==> src/rtl/mmul_seq.sv <==
// rtl/mmul_seq.sv - sequential signed Q(IW.FW) NxN matrix multiplier on one time-shared MAC
module mmul_seq #(
  parameter int N  = 2,
  parameter int IW = 8,
  parameter int FW = 8
) (
  input  logic                    clk,
  input  logic                    rst,
  input  logic [N*N*(IW+FW)-1:0]  a_in,
  input  logic [N*N*(IW+FW)-1:0]  b_in,
  input  logic                    in_valid,
  output logic                    in_ready,
  output logic [N*N*(IW+FW)-1:0]  res,
  output logic                    ovf,
  output logic                    out_valid,
  input  logic                    out_ready
);
  localparam int W  = IW + FW;
  localparam int XW = $clog2(N);
  localparam int AW = 2*W + XW;
  localparam logic [XW-1:0] last = XW'(N-1);
  // rounding and saturation run one bit wider than acc so the +half can never wrap
  localparam logic signed [AW:0] half  = (AW+1)'(1) <<< (FW-1);
  localparam logic signed [AW:0] max_v = {{(AW-W+2){1'b0}}, {(W-1){1'b1}}};
  localparam logic signed [AW:0] min_v = ~max_v;

  typedef enum logic [1:0] {IDLE, CALC, WRITE, DONE} state_t;
  state_t state, state_n;

  logic [N*N*W-1:0]      a_reg, b_reg;
  logic signed [AW-1:0]  acc;
  logic [XW-1:0]         i, j, k;

  logic signed [W-1:0]   a_el, b_el;
  logic signed [2*W-1:0] prod;
  logic signed [AW:0]    rnd, r;
  logic                  sat_hi, sat_lo;
  logic [W-1:0]          el;

  assign in_ready  = (state == IDLE);
  assign out_valid = (state == DONE);

  always_comb begin
    a_el   = a_reg[(int'(i)*N + int'(k))*W +: W];
    b_el   = b_reg[(int'(k)*N + int'(j))*W +: W];
    prod   = $signed({{W{a_el[W-1]}}, a_el}) * $signed({{W{b_el[W-1]}}, b_el});
    rnd    = $signed({acc[AW-1], acc}) + half;
    r      = rnd >>> FW;
    sat_hi = (r > max_v);
    sat_lo = (r < min_v);
    if (sat_hi)      el = {1'b0, {(W-1){1'b1}}};
    else if (sat_lo) el = {1'b1, {(W-1){1'b0}}};
    else             el = r[W-1:0];
  end

  always_ff @(posedge clk or negedge rst) begin
    if (!rst) state <= IDLE;
    else      state <= state_n;
  end

  always_comb begin
    state_n = state;
    case (state)
      IDLE:    if (in_valid) state_n = CALC;
      CALC:    if (k == last) state_n = WRITE;
      WRITE:   state_n = (i == last && j == last) ? DONE : CALC;
      DONE:    if (out_ready) state_n = IDLE;
      default: state_n = IDLE;
    endcase
  end

  always_ff @(posedge clk or negedge rst) begin
    if (!rst) begin
      a_reg <= '0;
      b_reg <= '0;
      acc   <= '0;
      i     <= '0;
      j     <= '0;
      k     <= '0;
      res   <= '0;
      ovf   <= 1'b0;
    end else begin
      case (state)
        IDLE: if (in_valid) begin
          a_reg <= a_in;
          b_reg <= b_in;
          acc   <= '0;
          i     <= '0;
          j     <= '0;
          k     <= '0;
          ovf   <= 1'b0;
        end
        CALC: begin
          acc <= acc + $signed({{XW{prod[2*W-1]}}, prod});
          k   <= (k == last) ? '0 : k + 1'b1;
        end
        WRITE: begin
          res[(int'(i)*N + int'(j))*W +: W] <= el;
          if (sat_hi || sat_lo) ovf <= 1'b1;
          acc <= '0;
          if (j == last) begin
            j <= '0;
            i <= (i == last) ? '0 : i + 1'b1;
          end else begin
            j <= j + 1'b1;
          end
        end
        default: ;
      endcase
    end
  end
endmodule

==> config.mk <==
export PLATFORM = sky130hd
export DESIGN_NAME = mmul_seq
export DESIGN_NICKNAME = d
export VERILOG_FILES = /design/src/rtl/mmul_seq.sv
export SDC_FILE = /design/constraint.sdc
export NUM_CORES = 1
export LEC_CHECK = 0
export CELL_PAD_IN_SITES_DETAIL_PLACEMENT = 1
export CELL_PAD_IN_SITES_GLOBAL_PLACEMENT = 2
export CORE_MARGIN = 3
export CORE_UTILIZATION = 39
export CTS_CLUSTER_DIAMETER = 30
export CTS_CLUSTER_SIZE = 12
export DETAILED_ROUTE_END_ITERATION = 8
export PLACE_DENSITY = 0.87
export SYNTH_ARGS = -nofsm -noshare
export SYNTH_HDL_FRONTEND = slang
export SYNTH_SLANG_ARGS = --single-unit
==> constraint.sdc <==
create_clock -name clk -period 9.27 [get_ports clk]
set_clock_uncertainty 0.2 [all_clocks]
set_input_delay 1.3905 -clock clk [delete_from_list [all_inputs] [get_ports clk]]
set_output_delay 1.3905 -clock clk [all_outputs]
set_load 0.02 [all_outputs]
==> After elaboration in Yosys (flattened, before gate mapping) <==
Cells that the tools add are included.
{ "totals": {"output_inout_bits": 67, "regBits": 231, "inputBits": 132} }
{ "classes": {"mux": 20, "shift": 4, "add_sub_neg": 9, "reduce_logical": 13, "n_mul": 1, "n_eq_ne": 8, "n_lt_le_gt_ge": 2} }
{ "op_table": {"columns": ["operator", "n"], "rows": [
  ["64-bit by 8-bit indexed part select with 16-bit output", 2],
  ["33-bit one-hot mux with 3 select lines", 1],
  ["64-bit bitwise mux", 1],
  ["16-bit by 33-bit variable shift with 64-bit output, first input constant", 1],
  ["16-bit by 33-bit indexed part select with 64-bit output", 1],
  ["33-bit by 9-bit adder with 34-bit output, second input constant", 1],
  ["33-bit by 32-bit adder with 33-bit output", 1],
  ["33-bit 2-to-1 mux", 1],
  ["7-bit negation with 33-bit output", 1],
  ["16-bit by 16-bit multiplier with 32-bit output", 1],
  ["16-bit 2-to-1 mux", 2],
  ["26-bit by 16-bit > comparator with 1-bit output, second input constant", 1],
  ["26-bit by 16-bit < comparator with 1-bit output, second input constant", 1],
  ["2-bit by 1-bit adder with 3-bit output", 3],
  ["3-bit AND reduction", 3],
  ["2-bit 2-to-1 mux", 4],
  ["2-bit inequality test, second input constant", 4],
  ["1-bit one-hot mux with 2 select lines", 4],
  ["2-bit one-hot mux with 4 select lines", 1],
  ["2-bit AND reduction", 4],
  ["1-bit 2-to-1 mux", 6],
  ["2-bit equality test, second input constant", 2],
  ["2-bit nonzero test", 2],
  ["1-bit adder, second input constant", 3],
  ["6 further kinds", 6]
]} }

==> Logic depth before layout (Yosys ltp) <==
Gate-level depths: netlist of the first run.
{ "logic_depth": {"ltp_word": 6, "ltp_mapped": 28, "depth_no_buf": 25} }

==> Worst setup path before layout of the first run <==
OpenSTA, ideal clock, no wires.
{ "synth_timing": {"kind": "register -> register", "start": "register j", "end": "register acc[32]", "stages_incl_launch_ff": 28, "path_slack_ns": 1.715, "required_time_ns": 8.937, "arrival_ns": 7.222, "n_path_buf": 3, "setup_time_ns": 0.133, "path_cell_list": "dfrtp_1 > buf_2 > buf_1 > mux2_2 > o21a_1 > clkbuf_1 > nand2_1 > inv_1 > fa_1 > inv_1 > fa_1 > inv_1 > fa_1 > inv_1 > fa_1 > inv_1 > fa_1 > inv_1 > fa_1 > inv_1 > ha_1 > a21oi_1 > o21bai_1 > a221oi_1 > nand2_1 > o21ai_0 > xnor2_1 > o21ai_0"} }
{ "synth_between": {"elab_chain_cells": 5} }
{ "synth_rtl": {"columns": ["element", "line", "rtl"], "rows": [
  ["start, declared", "32", "logic [XW-1:0] i, j, k;"],
  ["start signal, assigned", "105", "j <= j + 1'b1;"],
  ["2-bit by 1-bit adder with 3-bit output", "45", "b_el = b_reg[(int'(k)*N + int'(j))*W +: W];"],
  ["64-bit by 8-bit indexed part select with 16-bit output", "45", null],
  ["16-bit by 16-bit multiplier with 32-bit output", "46", "prod = $signed({{W{a_el[W-1]}}, a_el}) * $signed({{W{b_el[W-1]}}, b_el});"],
  ["33-bit by 32-bit adder with 33-bit output", "94", "acc <= acc + $signed({{XW{prod[2*W-1]}}, prod});"],
  ["33-bit one-hot mux with 3 select lines", "83", "case (state)"],
  ["end signal, assigned", "94", null],
  ["end, declared", "31", "logic signed [AW-1:0] acc;"]
]} }
No other way between the ends.
A chain may end at the register's enable or synchronous reset.

==> Worst setup path after layout of the first run <==
{ "layout_timing": {"start": "register i", "end": "register acc[32]"} }
{ "layout_between": {"elab_chain_cells": 5} }
{ "layout_rtl": {"columns": ["element", "line", "rtl"], "rows": [
  ["start, declared", "32", null],
  ["start signal, assigned", "103", "i <= (i == last) ? '0 : i + 1'b1;"],
  ["2-bit by 1-bit adder with 3-bit output", "44", "a_el = a_reg[(int'(i)*N + int'(k))*W +: W];"],
  ["64-bit by 8-bit indexed part select with 16-bit output", "44", null],
  ["16-bit by 16-bit multiplier with 32-bit output", "46", null],
  ["33-bit by 32-bit adder with 33-bit output", "94", null],
  ["33-bit one-hot mux with 3 select lines", "83", null]
]} }
No other way between the ends.

==> results of run 1 <==
-- through the flow --
step                      utilization  cells
final                           0.481   2994
after global routing            0.481   2994
after CTS                       0.481   2994
after detailed placement        0.445   2899
after global placement          0.445   2899
after floorplan                     -   2071
-- layout make-up --
cell class / instances / area (um2)
Multi-Input combinational cell: 1394 / 13900
Tap cell: 696 / 871
Clock inverter: 27 / 445
Sequential cell: 231 / 5780
Clock buffer: 68 / 1460
Inverter: 363 / 1360
Timing Repair Buffer: 215 / 2110
Fill cell: 5821 / 28100
-- cell families (layout without fill, tap and decap cells) --
logic type,Yosys count,count (layout),synth area share
buffers and inverters,446,673,0.0792
adders and majority gates,405,405,0.342
DFF,231,231,0.270
AOI/OAI and AO/OA,250,250,0.0819
xor gates and xnor gates,50,50,0.0205
and+or+nand+nor,504,504,0.106
muxes,185,185,0.101
-- path summary, 6_finish.rpt --
path | start | endpoint | cells past startpoint | slack, ps
worst max register to register | i | acc[32] | 21 | 970
worst min-delay path | b_reg[22] | b_reg[22] | 1 | 300
min in group asynchronous | rst | res[33] | 1 | 620
worst min register to register | b_reg[22] | b_reg[22] | 1 | 300
max in group asynchronous | rst | a_reg[9] | 2 | 6750
worst max-delay path | i | acc[32] | 21 | 970
-- cell usage after synthesis, types with 4 or more instances --
| cell | count |
|---|---|
| buf_4 | 4 |
| a21o_1 | 11 |
| nor2b_1 | 8 |
| buf_1 | 8 |
| o21bai_1 | 7 |
| and2_1 | 29 |
| o211ai_2 | 4 |
| nor4_1 | 5 |
| mux2_2 | 150 |
| ha_1 | 106 |
| nand4_1 | 7 |
| clkbuf_1 | 66 |
| o21ai_1 | 19 |
| nand2_1 | 240 |
| nand2b_1 | 13 |
| o21a_1 | 21 |
| fa_1 | 299 |
| nand3_1 | 21 |
| a211oi_1 | 9 |
| inv_1 | 363 |
| mux4_2 | 9 |
| xor2_1 | 19 |
| or2_2 | 4 |
| nor3_1 | 14 |
| and3_1 | 10 |
| a22o_1 | 8 |
| a31oi_1 | 7 |
| buf_2 | 5 |
| or4_1 | 4 |
| a21oi_1 | 23 |
| dfrtp_1 | 231 |
| o211ai_1 | 63 |
| xnor2_1 | 31 |
| o31ai_1 | 4 |
| mux2i_1 | 26 |
| o21ai_0 | 44 |
| nor2_1 | 130 |
-- routing by layer --
metal	vias up	wire length [um]
li1	7032	-
met1	8446	25400
met2	422	34500
met3	140	3160
met4	0	2110
met5	-	0
-- cell usage in the layout, fill, tap and decap left out, drive strengths merged, types with 14 or more instances in the layout --
cell type / n
a21oi: 23
and2: 29
buf: 18
clkbuf: 68
clkdlybuf4s50: 197
dfrtp: 231
fa: 299
ha: 106
inv: 367
mux2: 150
mux2i: 26
nand2: 240
nand2b: 15
nand3: 21
nor2: 131
nor3: 14
o211ai: 67
o21a: 21
o21ai: 63
xnor2: 31
xor2: 19
==> flow_summary.json, run 1 <==
{
  "hpwl_um": 51200,
  "met2_usage": 0.424,
  "hold_viol": 0,
  "worstHoldPathType": "reg -> reg",
  "core_um2": 54000,
  "initial_core_util": 0.396,
  "first_global_vias": 18600,
  "max_stage_delay_ps": 800,
  "firstDrtPassIters": 5,
  "drv_slew": 0,
  "cts_buffer_depth": 3,
  "grt.busiest_layer": "met2",
  "drt-total-wl_um": 65200,
  "cts_buffers": 53,
  "antenna_found_initial": 0,
  "die_w_um": 240,
  "avgSynthCellArea_um2": 10.3,
  "path_clk_slew_ps": 40,
  "overflow": 0,
  "whs_ps": 299,
  "grt_start_max_net_pins": 89,
  "gp_congestion": 0.899,
  "clkSinkCount": 231,
  "design_area_um2": 26000,
  "tightest_slew_ps": 1150,
  "std_cell_rows": 85,
  "ctsResizeCount": 0,
  "startpoint_type": "register",
  "cp.buffers_inverters": 5,
  "worst_slack_ps": 966,
  "cp_max_fo": 24,
  "syn_to_final_growth_pct": 21.3,
  "dr.first_iter.drc_count": 972,
  "grtUsageTotal": 0.235,
  "cts_htree_levels": 2,
  "fp.dieH_um": 240,
  "cts_tree": "built",
  "wl_per_cell_um": 21.8,
  "layout-drive-gt1-share": 0.126,
  "antenna_left": 0,
  "max_slew_margin": 0.225,
  "grt_pass1_wl_um": 104000,
  "ys_ff_latch": 231,
  "required_ps": 9470,
  "tns_ps": 0,
  "ys_top_cells_by_area": "fa_1, dfrtp_1, mux2_2",
  "clkLatencyLatePin_ps": 570,
  "criticalPathCategory": "reg -> reg",
  "crit_top_cell": "fa_1",
  "viasPerCell": 5.36,
  "syn_inst": 2071,
  "post_dp_cell_area_um2": 24100,
  "postCtsHoldBufs": 0,
  "setup_viol": 0,
  "synth-seq-area-share": 0.270,
  "synthArstFlopShare": 1.00,
  "cp_data_arrival_time_ps": 8500,
  "grt_util_met3": 0.0390,
  "cts-root-buf": "clkbuf_16",
  "crit_family": "adder cells",
  "diodes": 0,
  "syn-num-nets": 2608,
  "yosysWarnings": 0,
  "synth_cell_types": 68,
  "finalCritPeriodShare": 0.896,
  "syn_area_um2": 21400,
  "post-cts-setup-buffers": 0,
  "grt_use_met1": 0.284,
  "io_pins": 199,
  "min_period_ps": 8300,
  "ys.flop_type": "dfrtp_1",
  "vias": 16000,
  "cp-end-kind": "register",
  "maxCapViolCount": 0,
  "outcome": "completed",
  "fmax_ghz": 0.120,
  "drc_errors": 0,
  "worstPathCellList": "buf_4 > mux2_2 > o21ai_1 > nor2_1 > fa_1 > inv_1 > fa_1 > fa_1 > inv_1 > fa_1 > fa_1 > inv_1 > fa_1 > inv_1 > ha_1 > or3_1 > a211oi_1 > o21ai_0 > o21ai_0 > xnor2_1 > o21ai_0",
  "slowest_stage": "dfrtp_2",
  "die_area_um2": 57700,
  "synth_top_area_cell": "fa_1",
  "rsz0062_at_grt": "no",
  "io_buffers": 198,
  "synth_edf_count": 0,
  "pre_cts_slack_ps": 1130,
  "netlist.area_leader.share": 0.280,
  "final_nets": 2795
}
Power of run 1 is left out: the tool's default activity adds up to more than one toggle a clock period on the data nets, which glitch-free logic cannot reach.
==> run 2: changes to the inputs <==
--- a/config.mk
+++ b/config.mk
@@ -16,3 +16,4 @@
 export SYNTH_ARGS = -nofsm -noshare
 export SYNTH_HDL_FRONTEND = slang
 export SYNTH_SLANG_ARGS = --single-unit
+export TNS_END_PERCENT = 20
==> results of run 2 <==
Same layout as run 1: the final DEF is identical, and so are final timing and power.
Power of run 2 is left out for the same reason.
==> variant 1, RTL diff (config.mk and constraints of run 2) <==
`N`: 2 -> 4.
--- a/src/rtl/mmul_seq.sv
+++ b/src/rtl/mmul_seq.sv
@@ -1,5 +1,5 @@
 // rtl/mmul_seq.sv - sequential signed Q(IW.FW) NxN matrix multiplier on one time-shared MAC
 module mmul_seq #(
-  parameter int N  = 2,
+  parameter int N  = 4,
   parameter int IW = 8,
   parameter int FW = 8
Interface: changed (resized a_in, b_in and res); port bits go from 199 to 775. No check against the original RTL was run, so the function may have changed too.
==> variant 1 against run 2 <==
Area after synthesis up 110%; sequential cell count up 580; worst setup slack worse by 440 ps; design area up 140%; core utilization up 5.4 points; sequential share of layout area up 10 points; routed wire length rose to 2.7 times the old value; fmax down 5.1%.
Power is left out: it rests on default switching activity, and per cell area and clock period it moved more than threefold.
==> variant 1: results (changes against run 2) <==
Status
  • Status: complete, no violations (unchanged)

Final layout
  • Final clock-cell share: 10.9% (was 7.35%)
  • Inverters: 371 (was 363)
  • Multi-In Gates: 2447 (was 1394)
  • Share of layout cells above drive strength 1: 23.2% (was 12.6%)
  • Nets: 5599 (was 2795)
  • Non-clk bufs: 845 (was 215)

Global routing
  • Initial antenna violation count: 67 (was 0)
  • Largest net degree at the start of global routing: 188 (was 89)

Logic synthesis
  • Syn nets: 4769 (was 2608)
  • Sequential-to-total area share from yosys stat: 44.2% (was 27.0%)
  • Library cells used by synthesis: 64 (was 68)
  • Synth Area in Compound Gates: 6.27% (was 8.19%)

Worst hold path
  • Hold EP: res[182] (was b_reg[22])

Placement
  • RD Place Congestion: 0.911 (was 0.899)
  • Cell Area, Placed: 0.0553 mm^2 (was 0.0241 mm^2)
  • Setup slack at placement: 427 ps (was 1130 ps)

Worst setup path
  • Worst-path maximum fanout: 14 (was 24)
  • CP Capture Point: acc[27] (was acc[32])
  • Reg2reg start: j[0] (was i)
  • FF-to-FF path depth: 24 (was 21)

Detailed routing
  • Via count: 34300 (was 16000)
  • Violation count after the first detailed-route iteration: 2013 (was 972)
  • Met2 wire len: 87300 um (was 34500 um)
  • Top layer in use: met5 (was met4)

Timing
  • Max-slew headroom: 3.66% (was 22.5%)

Clock tree
  • Max H-tree Level: 4 (was 2)
  • CTS buffer count: 190 (was 53)
==> variant 1: cell types whose count changed after synthesis, sizes merged, moves of 46 or more <==
cell	run 2	this run
dfrtp	231	811
o21ai	63	310
o31ai	4	50
o211ai	67	8
mux4	9	135
clkbuf	66	163
nor2	131	233
nand2	240	486
mux2	150	522
==> variant 1: per-layer routing <==
| metal | vias up | global-route usage [%] |
|---|---|---|
| met3 | 441 | 8.14 |
| li1 | 14700 | - |
| met5 | - | 0 |
| met1 | 17800 | 33.1 |
| met2 | 1307 | 48.4 |
| met4 | 26 | 16.0 |
==> variant 1: kinds of logic (layout without fill, tap and decap cells) <==
family / Yosys count / in the layout
AND/OR/NAND/NOR: 839 / 839
flip-flops: 811 / 811
multiplexers: 669 / 669
buffers and inverters: 578 / 1563
AO/OA/AOI/OAI: 473 / 473
adder cells (fa/ha/maj): 417 / 417
XOR/XNOR: 49 / 49
other: 0 / 53
==> variant 2, RTL diff (config.mk and constraints of run 2) <==
Made on the original files. Put one more register stage on the output `ovf`, cleared by the reset. The value now appears one clock later. The other outputs are not delayed to match.
--- a/src/rtl/mmul_seq.sv
+++ b/src/rtl/mmul_seq.sv
@@ -26,4 +26,6 @@
 
   typedef enum logic [1:0] {IDLE, CALC, WRITE, DONE} state_t;
+
+  logic ovf_s0;
   state_t state, state_n;
 
@@ -79,5 +81,5 @@
       k     <= '0;
       res   <= '0;
-      ovf   <= 1'b0;
+      ovf_s0 <= 1'b0;
     end else begin
       case (state)
@@ -89,5 +91,5 @@
           j     <= '0;
           k     <= '0;
-          ovf   <= 1'b0;
+          ovf_s0 <= 1'b0;
         end
         CALC: begin
@@ -97,5 +99,5 @@
         WRITE: begin
           res[(int'(i)*N + int'(j))*W +: W] <= el;
-          if (sat_hi || sat_lo) ovf <= 1'b1;
+          if (sat_hi || sat_lo) ovf_s0 <= 1'b1;
           acc <= '0;
           if (j == last) begin
@@ -110,4 +112,12 @@
     end
   end
+  always_ff @(posedge clk or negedge rst) begin
+    if (!rst) begin
+      ovf <= '0;
+    end else begin
+      ovf <= ovf_s0;
+    end
+  end
+
 endmodule
 
Formal check against the unedited RTL: not equivalent (a bounded check fails within 10 cycles, from zero or initial values and one cycle with rst low).
==> variant 2 against run 2 <==
Design area is 0.50% higher; sequential cell count is 1 higher; area after synthesis is 0.12% higher; count of clock-buffer cells in the layout stayed put; worst hold slack worse by 95 ps; sequential share of layout area hardly changed; routed wire length is 3.6% higher; worst setup slack worse by 210 ps; critical path type unchanged; critical endpoint is now acc[28]; highest routed layer unchanged.
Power is left out: the tool's default activity adds up to more than one toggle a clock period on the data nets, which glitch-free logic cannot reach.
==> variant 2: results (changes against run 2) <==
Status
  • Status: complete, no violations (unchanged)

Detailed routing
  • Metal3 WL: 2810 um (was 3160 um)
  • Via-to-Cell Ratio: 5.37 (was 5.36)
  • Met2 wire len: 35900 um (was 34500 um)
  • Violation count after the first detailed-route iteration: 906 (was 972)
  • Routed len/inst: 22.5 um (was 21.8 um)
  • Metal1 wirelength: 26400 um (was 25400 um)

Clock tree
  • Worst-Skew Late Latency: 590 ps (was 570 ps)
  • CTS buffer count: 56 (was 53)
  • Post-CTS sizing: 0 (unchanged)

Final layout
  • Fillers: 5886 (was 5821)
  • Share of layout cells above drive strength 1: 12.8% (was 12.6%)
  • Nets: 2796 (was 2795)

Global routing
  • Vias in the first global route: 18800 (was 18600)
  • Largest net degree at the start of global routing: 142 (was 89)
  • First-pass GRT wire length: 107000 um (was 104000 um)

Placement
  • HPWL after detailed placement: 52100 um (was 51200 um)
  • RD Place Congestion: 0.899 (about the same)

Logic synthesis
  • Sequential-to-total area share from yosys stat: 27.1% (was 27.0%)
  • Top post-synthesis cells by area: fa_1 (28%), dfrtp_1 (27%), mux2_2 (7.9%) (unchanged)
  • Syn nets: 2609 (was 2608)
  • Synth top cells by count: inv_1 (363), fa_1 (299), nand2_1 (240), dfrtp_1 (232), mux2_2 (150) (was inv_1 (363), fa_1 (299), nand2_1 (240), dfrtp_1 (231), mux2_2 (150))

Worst setup path
  • Worst-path maximum fanout: 36 (was 24)
  • Worst path arrival time: 8830 ps (was 8500 ps)
  • Flop2flop setup slack: 760 ps (was 970 ps)
  • R2r endpoint: acc[28] (was acc[32])

Timing
  • Least-Margin Pin Slew: 1110 ps (was 1150 ps)
## variant 2: cell types whose count changed in the layout (fill, tap and decap cells not counted), sizes merged
cell,change
bufinv,-1
clkinvlp,+7
dfrtp,+1
buf,-3
clkinv,+1
## variant 2: worst min path at each step
stage               slack, ps   to    from  depth (start not counted)
floorplan                 180  ovf  ovf_s0                          0
global placement          200  ovf  ovf_s0                          0
detailed placement        200  ovf  ovf_s0                          0
CTS                       210  ovf  ovf_s0                          0
global route              230  ovf  ovf_s0                          0
finish                    200  ovf  ovf_s0                          0
## variant 2: per-stage QoR
stage / cell area [um^2] / util (%) / setup slack, ps / instances / hold slack, ps
after floorplan: 21400 / - / 1720 / 2072 / 175
after global placement: 24100 / 44.5 / 1090 / 2897 / 200
after detailed placement: 24100 / 44.5 / 969 / 2897 / 203
after CTS: 26100 / 48.2 / 928 / 2999 / 206
after global routing: 26100 / 48.2 / 361 / 2999 / 231
final: 26100 / 48.2 / 760 / 2999 / 204
## variant 2: cell families after synthesis
kind of cell	Yosys count	synth area share, %
adders and majority gates	405	34.1
xor gates and xnor gates	50	2.04
DFF	232	27.1
AOI/OAI and AO/OA	250	8.18
muxes	185	10.0
and+or+nand+nor	504	10.6
buffers and inverters	446	7.91
## variant 2: cell type report
| class | count | share of cell area (%) |
|---|---|---|
| Clock buffer | 68 | 5.86 |
| Clock inverter | 34 | 1.89 |
| Tap cell | 696 | 3.34 |
| Sequential cell | 232 | 22.3 |
| Timing Repair Buffer | 212 | 8.07 |
| Inverter | 363 | 5.22 |
| Multi-Input combinational cell | 1394 | 53.4 |
## variant 2: worst max-delay path, cell delays in order, from the launching register on
cell	delay, ps
dfrtp_2	1030
mux2_2	440
o21ai_1	860
nor2_1	170
fa_1	550
inv_1	60
fa_1	500
fa_1	510
inv_1	50
fa_1	470
fa_1	560
inv_1	60
fa_1	530
inv_1	40
ha_1	370
nand3_1	100
o22ai_1	420
a211o_1	200
a31oi_1	220
o311ai_0	750
nand4_1	190
nand3_1	140
## variant 2: layer usage
| layer | GRT usage [%] | vias to the layer above |
|---|---|---|
| met5 | 0 | - |
| met1 | 29.2 | 8530 |
| li1 | - | 7033 |
| met2 | 43.8 | 407 |
| met3 | 3.44 | 147 |
| met4 | 9.02 | 0 |
